[src/rtl/run_length_detector_if.sv]
// ---------------------------------------------------------------------------
// run_length_detector_if
//   Groups the sampling controls, channel inputs and detection results of
//   run_length_detector into one bundle.
//
//   Signals:
//     en         sample enable; when low, all detector state holds
//     clear      synchronous clear of counters and outputs; beats en
//     w          per-channel input bit                   [CHANNELS]
//     out        per-channel detect (level or pulse)     [CHANNELS]
//     any        OR of out
//     hit_count  saturating count of detections          [HIT_W]
//
//   Modports:
//     master  drives en/clear/w and observes the results (stimulus side)
//     slave   the detector itself
// ---------------------------------------------------------------------------
interface run_length_detector_if #(
   parameter int CHANNELS = 4,
   parameter int HIT_W    = 8
);
   logic                en;
   logic                clear;
   logic [CHANNELS-1:0] w;
   logic [CHANNELS-1:0] out;
   logic                any;
   logic [HIT_W-1:0]    hit_count;

   modport master (
      output en, clear, w,
      input  out, any, hit_count
   );

   modport slave (
      input  en, clear, w,
      output out, any, hit_count
   );
endinterface

[src/rtl/run_length_detector.sv]
// ---------------------------------------------------------------------------
// run_length_detector
//   Multi-channel run detector. Each channel owns a saturating counter of
//   consecutive enabled high samples; a channel is detected once that count
//   reaches RUN_LEN. The output is either the level decode of the counter
//   (MODE=0) or a registered one-cycle pulse per run (MODE=1). A saturating
//   hit counter accumulates detections across all channels.
//
//   Ports:
//     clk    rising-edge clock
//     reset  asynchronous, active-high; clears every register
//     bus    run_length_detector_if.slave:
//              en, clear, w      inputs
//              out, any, hit_count outputs (all driven from registers only)
// ---------------------------------------------------------------------------
module run_length_detector #(
   parameter int CHANNELS = 4,
   parameter int RUN_LEN  = 2,
   parameter bit MODE     = 1'b0,
   parameter int HIT_W    = 8
) (
   input  logic                  clk,
   input  logic                  reset,
   run_length_detector_if.slave  bus
);
   localparam int CNT_W = $clog2(RUN_LEN + 1);
   // Wide enough to hold the hit counter plus one increment per channel.
   localparam int SUM_W = HIT_W + $clog2(CHANNELS + 1);

   localparam logic [CNT_W-1:0] CNT_FULL = CNT_W'(RUN_LEN);
   localparam logic [CNT_W-1:0] CNT_LAST = CNT_W'(RUN_LEN - 1);
   localparam logic [HIT_W-1:0] HIT_MAX  = {HIT_W{1'b1}};

   logic [CHANNELS-1:0] level;
   logic [CHANNELS-1:0] pulse_reg;
   logic [CHANNELS-1:0] pulse_next;
   logic [HIT_W-1:0]    hit_reg;
   logic [HIT_W-1:0]    hit_next;
   logic [SUM_W-1:0]    sum_next;
   logic [CHANNELS-1:0] out_sel;

   genvar gi;
   generate
      for (gi = 0; gi < CHANNELS; gi++) begin : g_chan
         logic [CNT_W-1:0] cnt_reg;
         logic [CNT_W-1:0] cnt_next;

         always_comb begin
            cnt_next = cnt_reg;
            if (bus.clear) begin
               cnt_next = '0;
            end else if (bus.en) begin
               if (!bus.w[gi]) begin
                  cnt_next = '0;
               end else if (cnt_reg != CNT_FULL) begin
                  cnt_next = cnt_reg + CNT_W'(1);
               end
            end
         end

         always_ff @(posedge clk or posedge reset) begin
            if (reset) begin
               cnt_reg <= '0;
            end else begin
               cnt_reg <= cnt_next;
            end
         end

         assign level[gi] = (cnt_reg == CNT_FULL);
         // The sample that lifts the counter from RUN_LEN-1 to RUN_LEN is the
         // single detecting sample of a run; saturation prevents a repeat.
         assign pulse_next[gi] = bus.en & ~bus.clear & bus.w[gi] &
                                 (cnt_reg == CNT_LAST);
      end
   endgenerate

   // Hit counter adds every channel that detects this edge, clamped at max.
   always_comb begin
      sum_next = SUM_W'(hit_reg);
      for (int i = 0; i < CHANNELS; i++) begin
         sum_next = sum_next + SUM_W'(pulse_next[i]);
      end
      hit_next = hit_reg;
      if (bus.clear) begin
         hit_next = '0;
      end else if (sum_next > SUM_W'(HIT_MAX)) begin
         hit_next = HIT_MAX;
      end else begin
         hit_next = sum_next[HIT_W-1:0];
      end
   end

   always_ff @(posedge clk or posedge reset) begin
      if (reset) begin
         pulse_reg <= '0;
         hit_reg   <= '0;
      end else begin
         pulse_reg <= pulse_next;
         hit_reg   <= hit_next;
      end
   end

   assign out_sel       = MODE ? pulse_reg : level;
   assign bus.out       = out_sel;
   assign bus.any       = |out_sel;
   assign bus.hit_count = hit_reg;
endmodule

[src/flat_wrapper.sv]
// flat-port wrapper written by rule: the top's interface ports become plain ports
module run_length_detector_flat 
#(
   parameter int CHANNELS = 4,
   parameter int RUN_LEN  = 2,
   parameter bit MODE     = 1'b0,
   parameter int HIT_W    = 8
)
  (clk, reset, bus_en, bus_clear, bus_w, bus_out, bus_any, bus_hit_count);
  run_length_detector_if #(.CHANNELS(CHANNELS), .HIT_W(HIT_W)) bus_i ();
  input  logic clk;
  input  logic reset;
  input wire logic [$bits(bus_i.en)-1:0] bus_en;
  input wire logic [$bits(bus_i.clear)-1:0] bus_clear;
  input wire logic [$bits(bus_i.w)-1:0] bus_w;
  output wire logic [$bits(bus_i.out)-1:0] bus_out;
  output wire logic [$bits(bus_i.any)-1:0] bus_any;
  output wire logic [$bits(bus_i.hit_count)-1:0] bus_hit_count;
  assign bus_i.en = bus_en;
  assign bus_i.clear = bus_clear;
  assign bus_i.w = bus_w;
  assign bus_out = bus_i.out;
  assign bus_any = bus_i.any;
  assign bus_hit_count = bus_i.hit_count;
  run_length_detector #(.CHANNELS(CHANNELS), .RUN_LEN(RUN_LEN), .MODE(MODE), .HIT_W(HIT_W)) u_core (.clk(clk), .reset(reset), .bus(bus_i));
endmodule
[config.mk]
export PLATFORM = sky130hd
export DESIGN_NAME = run_length_detector_flat
export DESIGN_NICKNAME = d
export VERILOG_FILES = /design/src/rtl/run_length_detector_if.sv /design/src/rtl/run_length_detector.sv /design/src/flat_wrapper.sv
export SDC_FILE = /design/constraint.sdc
export NUM_CORES = 1
export LEC_CHECK = 0
export CORE_UTILIZATION = 45
export DETAILED_ROUTE_END_ITERATION = 10
export MAX_ROUTING_LAYER = met4
export PLACE_DENSITY_LB_ADDON = 0.25
export SKIP_LAST_GASP = 1
export SLEW_MARGIN = 10
export SYNTH_ARGS = -nofsm -noshare
export SYNTH_HDL_FRONTEND = slang
export SYNTH_SLANG_ARGS = --single-unit
export TNS_END_PERCENT = 1
[constraint.sdc]
create_clock -name clk -period 4.6 [get_ports clk]
set_clock_uncertainty 0.2 [all_clocks]
set_input_delay 0.92 -clock clk [delete_from_list [all_inputs] [get_ports clk]]
set_output_delay 0.92 -clock clk [all_outputs]
set_load 0.01 [all_outputs]
==> results of run 1 <==
-- area by class of cell --
| type | count | area (um2) |
|---|---|---|
| tap | 44 | 55.05 |
| inverter | 15 | 56.30 |
| fill | 280 | 1365 |
| timing repair buffer | 24 | 230.2 |
| multi-input combinational | 128 | 898.4 |
| sequential | 16 | 400.4 |
| clock buffer | 3 | 22.52 |
-- placed cells by master, fill, tap and decap left out, types with 2 or more instances in the layout --
cell,n
a21oi_1,14
a2bb2oi_1,3
and3_1,4
buf_4,4
clkbuf_4,3
clkdlybuf4s50_1,20
dfrtp_1,16
fa_1,2
ha_1,12
inv_1,15
nand2_1,20
nand2b_1,4
nand4b_1,2
nor2_1,14
nor2b_1,3
nor3_1,4
nor3b_1,4
o21ai_0,7
or3_2,3
xnor2_1,8
-- layer usage --
| layer | vias up | GRT usage (%) | part of all wire, % |
|---|---|---|---|
| met3 | 5 | 2.637 | 2.8 |
| met2 | 27 | 33.00 | 50 |
| met5 | - | - | 0 |
| met4 | 0 | 6.463 | 1.4 |
| li1 | 621 | - | - |
| met1 | 577 | 26.13 | 46 |
-- per-stage QoR --
stage	utilization [%]	power, mW	hold WS, ps	worst slack (ps)
2_1_floorplan	-	0.1722	308.4	349.3
3_3_place_gp	54.17	0.1884	339.3	39.96
3_5_place_dp	54.17	0.1906	352.4	-26.02
4_1_cts	54.92	0.2631	373.5	273.4
5_1_grt	54.92	0.2734	443.4	103.6
6_report	54.92	0.2598	362.7	255.9
-- cells by family after synthesis --
group,after synthesis,synth area share [%]
XOR/XNOR,8,4.912
flip-flops,16,28.07
buffers and inverters,23,8.946
AND/OR/NAND/NOR,68,25.88
adder cells (fa/ha/maj),14,13.33
AO/OA/AOI/OAI,38,18.86
-- final timing paths --
path | startpoint | endpoint | slack, ps | cells past startpoint
worst max-delay path | bus_en | u_core.bus.hit_count[7] | 260 | 12
worst min-delay path | u_core.g_chan[1].cnt_reg[1] | u_core.g_chan[1].cnt_reg[1] | 360 | 2
worst max register to register | u_core.g_chan[0].cnt_reg[1] | u_core.bus.hit_count[7] | 850 | 12
worst min register to register | u_core.g_chan[1].cnt_reg[1] | u_core.g_chan[1].cnt_reg[1] | 360 | 2
max in group asynchronous | reset | u_core.g_chan[0].cnt_reg[0] | 2970 | 2
min in group asynchronous | reset | u_core.bus.hit_count[3] | 830 | 2
-- critical path, delay by kind of cell --
| family | cells | cell delay [ps] |
|---|---|---|
| AO/OA/AOI/OAI | 2 | 550 |
| adder cells (fa/ha/maj) | 4 | 1380 |
| AND/OR/NAND/NOR | 4 | 960 |
| buffers and inverters | 2 | 520 |
-- where the power goes --
part / internal [mW] / leakage [nW] / switching [mW]
combinational: 0.0195 / 0.423 / 0.0207
clock: 0.0303 / 0.0138 / 0.0420
sequential: 0.144 / 0.221 / 0.00335
total: 0.194 / 0.658 / 0.0661
==> impl_metrics.toml, run 1 <==
[timing]
slew_violations = 0
fmax_ghz = 0.2302
hold_viol_final = 0
fin_crit_sh_pct = 94.44
rsz0062_at_grt = "false"
tns_ps = 0
relSlewSlack_pct = 57.73
fin_crit_ps = 4344
finalSetupViolations = 0
max_slew.worst_pin.slew_ps = 633.4

[routing]
drc = 0
wl_per_cell_um = 13.04
via_per_inst = 5.348
ant_nets = 0
vias = 1230
firstDrtPassIters = 4
wl_um = 3000
initialDrtViolationCount = 119

[synth]
synth.area.top_cells = "dfrtp_1, ha_1, nand2_1"
async_reset_ff_share_pct = 100.0
synth-edff-count = 0
ys_warn_count = 0
postSynthAreaPerCell_um2 = 8.541
ys.flop_type = "dfrtp_1"
yosysUniqueCellTypes = 45
syn_nets = 189
synth.largest_area_cell = "dfrtp_1"
synthCells = 167
ys_ff_latch = 16
yosys.cell_count.top_type = "nand2_1"
synth_common_cells = "nand2_1, dfrtp_1, inv_1, a21oi_1, nor2_1"
synth.cell_area_um2 = 1426
synth_seq_area_share_pct = 28.07
synth_top_area_share_pct = 28.07

[critical_path]
crit_fanout = 4
cp.arrival_ps = 4320
crit_type = "input pin to register"
critPathLaunchType = "input pin"
cp_slowest_cell = "fa_1"
crit_path_end_kind = "register"
cp.required_ps = 4570
slowest_delay_ps = 550
crit_chain = "clkdlybuf4s50_1, nor2b_1, and3_1, ha_1, fa_1, ha_1, inv_1, fa_1, or3_2, a32oi_4, nor4b_1, a311oi_1"

[grt]
overflow = 0
grtUsageTotal_pct = 20.18
antenna_found_initial = 0
grt_pass1_vias = 1177
grt_pass1_wl_um = 5106
grt_max_degree = 17

[place]
place_congestion = 0.9647
io_buffers = 20
dpl_cell_area_um2 = 1640
post-dp-hpwl_um = 2299
placed_cells = 227

[floorplan]
io_pins = 21
row_count = 20
dieHeight_um = 58.30
die_width_um = 58.30
core_um2 = 3028
initial_utilization_pct = 47.11
die-area_um2 = 3399

[cts]
cts_buffer_depth = 2
clk_pin_slew_ps = 90
cts_resized = 0
post-cts-setup-buffers = 0
cts_hold_buffers = 0
cts_tree = "built"
clock_latency_ps = 280
ctsRootBufferMaster = "clkbuf_4"
cts_buffers = 3
htree_levels = 1
cts.sinks = 16

[worst_hold_path]
holdCritPathClass = "register to register"

[pwr]
powerDensity_nw_per_um2 = 156.2
ir_worst_vdd_v = 0.0001255
p_leak_nw = 0.6580

[layout]
fin_area_um2 = 1663
final_cells = 230
drive_gt1_share_pct = 9.140
synthToLayoutAreaGrowth_pct = 16.58
diodes = 0
final_nets = 210

[flow_run]
cap_viol_max_count = 0

[outcome]
outcome = "completed"
No activity file was read; power rests on OpenSTA's default activity.
==> inputs of run 2 (changes only) <==
--- a/config.mk
+++ b/config.mk
@@ -7,6 +7,7 @@
 export LEC_CHECK = 0
 export CORE_UTILIZATION = 45
 export DETAILED_ROUTE_END_ITERATION = 10
+export GPL_TIMING_DRIVEN = 1
 export MAX_ROUTING_LAYER = met4
 export PLACE_DENSITY_LB_ADDON = 0.25
 export SKIP_LAST_GASP = 1
==> results of run 2 <==
Final layout, timing and power as in run 1 (identical DEF).
